--- src/rtl/sync_filter_pkg.sv ---
// sync_filter_pkg: shared defaults, counter sizing helper and the per-channel
// state record used by the multi-channel synchronizer/filter.
package sync_filter_pkg;

  // Default build configuration.
  localparam int DEF_NUM_CHANNELS = 4;
  localparam int DEF_NUM_STAGES   = 2;
  localparam int DEF_FILTER_CNT   = 4;

  // Widths of the state record fields. The record carries the widest chain
  // and counter a channel may be built with; narrower channels zero-extend.
  localparam int MAX_STAGES = 8;
  localparam int MAX_CNT_W  = 8;

  // Width of a counter that must hold values 0..filter_cnt.
  function automatic int cnt_width(input int filter_cnt);
    return $clog2(filter_cnt + 1);
  endfunction

  // Snapshot of one channel: synchronizer chain, stability count, output level.
  typedef struct packed {
    logic [MAX_STAGES-1:0] sync;
    logic [MAX_CNT_W-1:0]  cnt;
    logic                  dout;
  } chan_state_t;

endpackage

--- src/rtl/sync_filter_chan.sv ---
// sync_filter_chan: one channel of the synchronizer + stability filter.
//   din   -> NUM_STAGES-deep synchronizer -> sync_b
//   sync_b -> stability filter (filt_en=1) or straight load (filt_en=0) -> dout
//   dout transitions -> registered rise/fall pulses aligned with the new dout.
// Edge pulses exist only when SYNC_FILTER_EDGE_DETECT_EN is defined; otherwise
// rise/fall are constant 0 and no edge flops are built.
module sync_filter_chan
  import sync_filter_pkg::*;
#(
  parameter int NUM_STAGES = DEF_NUM_STAGES,
  parameter int FILTER_CNT = DEF_FILTER_CNT
) (
  input  logic        clkB,
  input  logic        rstB,
  input  logic        din,
  input  logic        filt_en,
  output logic        dout,
  output logic        rise,
  output logic        fall,
  output chan_state_t state
);

  localparam int CW = cnt_width(FILTER_CNT);

  // Synchronizer chain: bit 0 samples the asynchronous input, the MSB is the
  // first stage considered safe to use.
  (* ASYNC_REG = "TRUE" *) logic [NUM_STAGES-1:0] sync_q;

  logic          sync_b;
  logic [CW-1:0] cnt_q;
  logic [CW-1:0] cnt_d;
  logic          dout_q;
  logic          dout_d;

  assign sync_b = sync_q[NUM_STAGES-1];

  // Synchronizer shift register; pure flop-to-flop, nothing in between.
  always_ff @(posedge clkB) begin
    if (rstB) begin
      sync_q <= '0;
    end else begin
      sync_q <= {sync_q[NUM_STAGES-2:0], din};
    end
  end

  // Filter next state. A disagreement between sync_b and dout must persist for
  // FILTER_CNT consecutive samples before dout follows; any agreement clears
  // the count. In bypass the count is held at 0 so re-enabling starts fresh.
  always_comb begin
    cnt_d  = '0;
    dout_d = dout_q;
    if (!filt_en) begin
      dout_d = sync_b;
    end else if (sync_b != dout_q) begin
      if (cnt_q == CW'(FILTER_CNT - 1)) begin
        dout_d = sync_b;
      end else begin
        cnt_d = cnt_q + CW'(1);
      end
    end
  end

  // Filter state register.
  always_ff @(posedge clkB) begin
    if (rstB) begin
      cnt_q  <= '0;
      dout_q <= 1'b0;
    end else begin
      cnt_q  <= cnt_d;
      dout_q <= dout_d;
    end
  end

  assign dout = dout_q;

`ifdef SYNC_FILTER_EDGE_DETECT_EN
  logic rise_q;
  logic fall_q;

  // Edge pulses are computed from the same next-state value that loads dout,
  // so each pulse lands in the cycle dout first shows the new level.
  always_ff @(posedge clkB) begin
    if (rstB) begin
      rise_q <= 1'b0;
      fall_q <= 1'b0;
    end else begin
      rise_q <= dout_d & ~dout_q;
      fall_q <= ~dout_d & dout_q;
    end
  end

  assign rise = rise_q;
  assign fall = fall_q;
`else
  assign rise = 1'b0;
  assign fall = 1'b0;
`endif

  // Observation tap for checkers: the channel's full state, zero-extended.
  always_comb begin
    state      = '0;
    state.sync = MAX_STAGES'(sync_q);
    state.cnt  = MAX_CNT_W'(cnt_q);
    state.dout = dout_q;
  end

endmodule

--- src/rtl/multi_channel_sync_filter.sv ---
// multi_channel_sync_filter: NUM_CHANNELS independent single-bit channels,
// each synchronized into clkB, optionally stability-filtered, with one-cycle
// rise/fall pulses on every output transition.
// Optional feature macro: SYNC_FILTER_EDGE_DETECT_EN (edge pulses; when
// undefined riseB/fallB are tied to 0).
module multi_channel_sync_filter
  import sync_filter_pkg::*;
#(
  parameter int NUM_CHANNELS = DEF_NUM_CHANNELS,
  parameter int NUM_STAGES   = DEF_NUM_STAGES,
  parameter int FILTER_CNT   = DEF_FILTER_CNT
) (
  input  logic                    clkB,
  input  logic                    rstB,
  input  logic [NUM_CHANNELS-1:0] dinA,
  input  logic                    filt_en,
  output logic [NUM_CHANNELS-1:0] doutB,
  output logic [NUM_CHANNELS-1:0] riseB,
  output logic [NUM_CHANNELS-1:0] fallB
);

  // Per-channel state taps, kept as a bind point for checkers.
  chan_state_t chan_state [NUM_CHANNELS];

  for (genvar i = 0; i < NUM_CHANNELS; i++) begin : g_chan
    sync_filter_chan #(
      .NUM_STAGES (NUM_STAGES),
      .FILTER_CNT (FILTER_CNT)
    ) u_chan (
      .clkB    (clkB),
      .rstB    (rstB),
      .din     (dinA[i]),
      .filt_en (filt_en),
      .dout    (doutB[i]),
      .rise    (riseB[i]),
      .fall    (fallB[i]),
      .state   (chan_state[i])
    );

    // The taps feed no logic inside this block.
    logic unused_state;
    assign unused_state = ^{chan_state[i].sync, chan_state[i].cnt, chan_state[i].dout};
  end

endmodule

--- config.mk ---
export PLATFORM = sky130hd
export DESIGN_NAME = multi_channel_sync_filter
export DESIGN_NICKNAME = d
export VERILOG_FILES = /design/src/rtl/sync_filter_pkg.sv /design/src/rtl/sync_filter_chan.sv /design/src/rtl/multi_channel_sync_filter.sv
export SDC_FILE = /design/constraint.sdc
export NUM_CORES = 1
export LEC_CHECK = 0
export ABC_CLOCK_PERIOD_IN_PS = 1300
export BUFFER_PORTS_ARGS = -buffer_cell sky130_fd_sc_hd__buf_2
export CAP_MARGIN = 30
export CORE_MARGIN = 3
export CORE_UTILIZATION = 30
export CTS_CLUSTER_DIAMETER = 80
export DETAILED_ROUTE_END_ITERATION = 12
export GPL_TIMING_DRIVEN = 0
export HOLD_SLACK_MARGIN = 0.02
export PLACE_DENSITY_LB_ADDON = 0.15
export SYNTH_ARGS = -nofsm -noshare
export SYNTH_HDL_FRONTEND = slang
export SYNTH_SLANG_ARGS = --single-unit
--- constraint.sdc ---
create_clock -name clkB -period 1.3 [get_ports clkB]
set_clock_uncertainty 0.1 [all_clocks]
set_input_delay 0 -clock clkB [delete_from_list [all_inputs] [get_ports clkB]]
set_output_delay 0 -clock clkB [all_outputs]
set_load 0.02 [all_outputs]
==> After elaboration in Yosys (flattened, before gate mapping) <==
Cells that the tools add are included.
Widths: inputs -> output; s select.
{ "totals": {"ff_bits": 24, "elab_cells": 57, "out_inout_bits": 12} }
{ "classes": {"muxes": 12, "bitwise": 5, "addsub": 4, "n_eq_ne": 16, "n_reduce_logical": 8} }
{ "op_table": {"columns": ["operator", "count"], "rows": [
  ["$ne 2x1->1 const B", 8],
  ["$reduce_or 4->1", 4],
  ["$add 3x1->3 const B", 4],
  ["$eq 3x2->1 const B", 4],
  ["$mux 1", 12],
  ["$reduce_and 2->1", 4],
  ["$not 1->1", 5],
  ["$ne 1x1->1", 4]
]} }

==> Depth between registers and ports, before layout <==
{ "depth": {"depth_word": 4, "ltp_mapped": 4, "depth_no_buf": 4} }

==> Cells and area by module <==
A second synthesis with hierarchy kept.
{ "hier_totals": {"cells_unflattened": 140, "area_unflattened_um2": 1371.3} }
{ "modules_own_cells": {"columns": ["mod", "n_inst", "area_per_inst_um2", "cells_per_inst", "seq_area_each_um2"], "rows": [
  ["sync_filter_chan", 4, 342.8, 35, 120.1]
]} }

==> Least setup slack after synthesis <==
Ideal clock, no wire load.
{ "synth_path": {"path_type": "reg-to-reg", "from": "register g_chan[1].u_chan.cnt_q[0]", "to": "register g_chan[1].u_chan.dout_q", "period_less_slack_ns": 1.272, "setup_ns": 0.116, "required_ns": 1.084, "setup_slack_ns": 0.028, "stages_incl_launch_ff": 5, "t_arrival_ns": 1.056, "path_cell_list": "dfxtp_1 -> ha_1 -> ha_1 -> nand2b_1 -> a31o_1"} }
{ "synth_between": {"elab_chain_cells": 3} }
{ "synth_rtl": {"columns": ["item", "line_no", "rtl"], "rows": [
  ["start: declaration", "sync_filter_chan.sv:30", "logic [CW-1:0] cnt_q;"],
  ["start signal: assignment", "sync_filter_chan.sv:69", "cnt_q <= cnt_d;"],
  ["$eq 3x2->1", "sync_filter_chan.sv:55", "if (cnt_q == CW'(FILTER_CNT - 1)) begin"],
  ["$ne 2x1->1 (no line)", null, null],
  ["$reduce_and 2->1 (no line)", null, null],
  ["end signal: assignment", "sync_filter_chan.sv:70", "dout_q <= dout_d;"],
  ["end: declaration", "sync_filter_chan.sv:32", "logic dout_q;"]
]} }
No other way between the ends.
A chain may end at the register's enable or synchronous reset.

==> Worst setup path in the final report <==
{ "layout_path": {"from": "register g_chan[3].u_chan.cnt_q[0]", "to": "register g_chan[3].u_chan.dout_q"} }
{ "layout_between": {"elab_chain_cells": 3} }
{ "layout_rtl": {"columns": ["item", "line_no"], "rows": [
  ["start: declaration", "sync_filter_chan.sv:30"],
  ["start signal: assignment", "sync_filter_chan.sv:69"],
  ["$eq 3x2->1", "sync_filter_chan.sv:55"],
  ["$ne 2x1->1 (no line)", null],
  ["$reduce_and 2->1 (no line)", null],
  ["end signal: assignment", "sync_filter_chan.sv:70"],
  ["end: declaration", "sync_filter_chan.sv:32"]
]} }
No other way between the ends.

==> results.json <==
{
  "required_ns": 1.42,
  "syn-instance-count": 89,
  "dr.pass1.iters": 2,
  "finalHoldViolCount": 0,
  "cp_top_family": "adder cells",
  "max_freq_mhz": 804,
  "cts_tree": "built",
  "end_kind": "flip-flop",
  "clock_latency_ns": 0.30,
  "final_common_cell": "dfxtp_1",
  "grt_pass1_wl_um": 2770,
  "antenna_cells": 0,
  "design_area_um2": 1400,
  "seq_area_frac_synth": 0.449,
  "post_synth.cell_area_avg_um2": 12.0,
  "grt_pass1_vias": 631,
  "finalMaxSlewViolations": 0,
  "grt_max_degree": 14,
  "grt.total_usage": 0.0859,
  "core_area_um2": 3390,
  "synth_top_cell_area_share": 0.449,
  "yosys-top-cells-area": "dfxtp_1, ha_1, buf_4",
  "clockBufferDepth": 2,
  "path_buf_inv": 0,
  "ir_drop_mv": 0.382,
  "finalCriticalPeriod_ns": 1.24,
  "dp_hpwl_um": 1170,
  "finalCritPeriodShare": 0.956,
  "via_per_inst": 4.14,
  "power_per_cell_area_nw_per_um2": 924,
  "syn_area_um2": 1070,
  "dpl_cell_area_um2": 1200,
  "drc": 0,
  "pin_count": 19,
  "max_stage_delay_ns": 0.34,
  "slowest_stage": "dfxtp_2",
  "path_clk_slew_ns": 0.13,
  "rows": 21,
  "path_cells": "ha_2 > ha_4 > nand2b_4 > a31o_1",
  "dieArea_um2": 4320,
  "drive_gt1_frac": 0.504,
  "grt-ovfl-total": 0,
  "io_buffer_count": 10,
  "final-setup-viol-count": 0,
  "leakagePower_nw": 0.576,
  "critPathKind": "reg2reg",
  "final_nets": 133,
  "synth-warning-count": 0,
  "rsz0062_at_grt": "no",
  "synth.distinct_cells": 15,
  "initialDrtViolationCount": 3,
  "wl_per_cell_um": 9.69,
  "ys_ff_latch": 24,
  "status": "finished, final reports clean",
  "vias": 675,
  "drt-total-wl_um": 1580,
  "cts_buffers": 3,
  "maxCapViolations": 0,
  "pre_cts_ws_ns": -0.0427,
  "gp_congestion": 0.681,
  "setup_tns_ns": 0,
  "ant_nets": 0,
  "area_delta_synth_final_pct": 30.8,
  "cts.sink_count": 24,
  "die_w_um": 65.8,
  "final_cell_mix": "dfxtp_1, buf_4, buf_2",
  "crit_fanout": 3,
  "die_y_um": 65.8,
  "worst_ep_arrival_time_ns": 1.36,
  "htreeDepth": 1,
  "initial_utilization": 0.316,
  "setup_slack_ns": 0.0566,
  "finalPower_mw": 1.30,
  "yosysTopAreaCell": "dfxtp_1",
  "start_kind": "flip-flop",
  "placed_cells": 152,
  "min_path_type": "reg2reg",
  "antenna_found_initial": 0,
  "cts_root_buffer": "clkbuf_4",
  "layout.cells.non_filler": 163
}
[metal layers]
| layer | vias to the layer above | wire length, µm | track usage |
|---|---|---|---|
| li1 | 346 | - | - |
| met1 | 315 | 744 | 0.105 |
| met2 | 12 | 752 | 0.136 |
| met3 | 2 | 68 | 0.0171 |
| met4 | 0 | 14 | 0.0544 |
| met5 | - | 0 | 0 |
[power by group]
part,internal (mW),switching [mW],total [mW]
sequential,0.754,0.00975,0.764
combinational,0.0741,0.0728,0.147
clock,0.171,0.214,0.385
[flip-flops by register name, indices dropped and copies added, names as in the netlist]
| signal | flops |
|---|---|
| g_chan.u_chan.sync_q | 8 |
| g_chan.u_chan.cnt_q | 12 |
| g_chan.u_chan.dout | 4 |
[cell type report]
class | instances | area, µm²
Clock buffer | 4 | 36.3
Fill cell | 347 | 1990
Inverter | 5 | 18.8
Sequential cell | 24 | 485
Multi-Input combinational cell | 53 | 573
Timing Repair Buffer | 17 | 118
Buffer | 14 | 113
Tap cell | 46 | 57.6
[Yosys cell counts]
library cell and instances:
dfxtp_1 24, buf_4 12, and2b_2 8, ha_1 8
inv_1 5, nor4_1 5, a31o_1 4, and4bb_1 4
nor4b_2 4, xnor2_1 4, nand2b_1 3, nor4_2 3
buf_6 2, nand2b_2 2, conb_1 1
[cell families (layout without fill, tap and decap cells)]
group,Yosys count,count (layout),share of synthesized area
adder cells (fa/ha/maj),8,8,0.0935
other,1,8,0.00350
buffers and inverters,19,40,0.123
flip-flops,24,24,0.449
AND/OR/NAND/NOR,29,29,0.266
AO/OA/AOI/OAI,4,4,0.0327
XOR/XNOR,4,4,0.0327
[per-stage QoR]
stage | util | hold slack [ns]
finish | 0.413 | 0.315
CTS | 0.395 | 0.316
global placement | 0.355 | 0.121
global route | 0.413 | 0.336
floorplan | - | 0.0425
detailed placement | 0.355 | 0.124
[timing repair]
item	CTS	global route
endpoints found under the hold margin	17	0
pin swaps	0	5
buffers inserted	0	1
setup endpoints to repair	9	8
hold buffers	6	0
resized for setup	7	12
[final timing paths]
check        slack, ns  cells past startpoint                 startpoint                        end
min               0.31                      1  g_chan[2].u_chan.cnt_q[0]  g_chan[2].u_chan.cnt_q[0]
max               0.06                      4  g_chan[3].u_chan.cnt_q[0]      g_chan[3].u_chan.dout
min reg2reg       0.31                      1  g_chan[2].u_chan.cnt_q[0]  g_chan[2].u_chan.cnt_q[0]
max reg2reg       0.06                      4  g_chan[3].u_chan.cnt_q[0]      g_chan[3].u_chan.dout
Note: power is estimated with default switching activity, not from simulation.
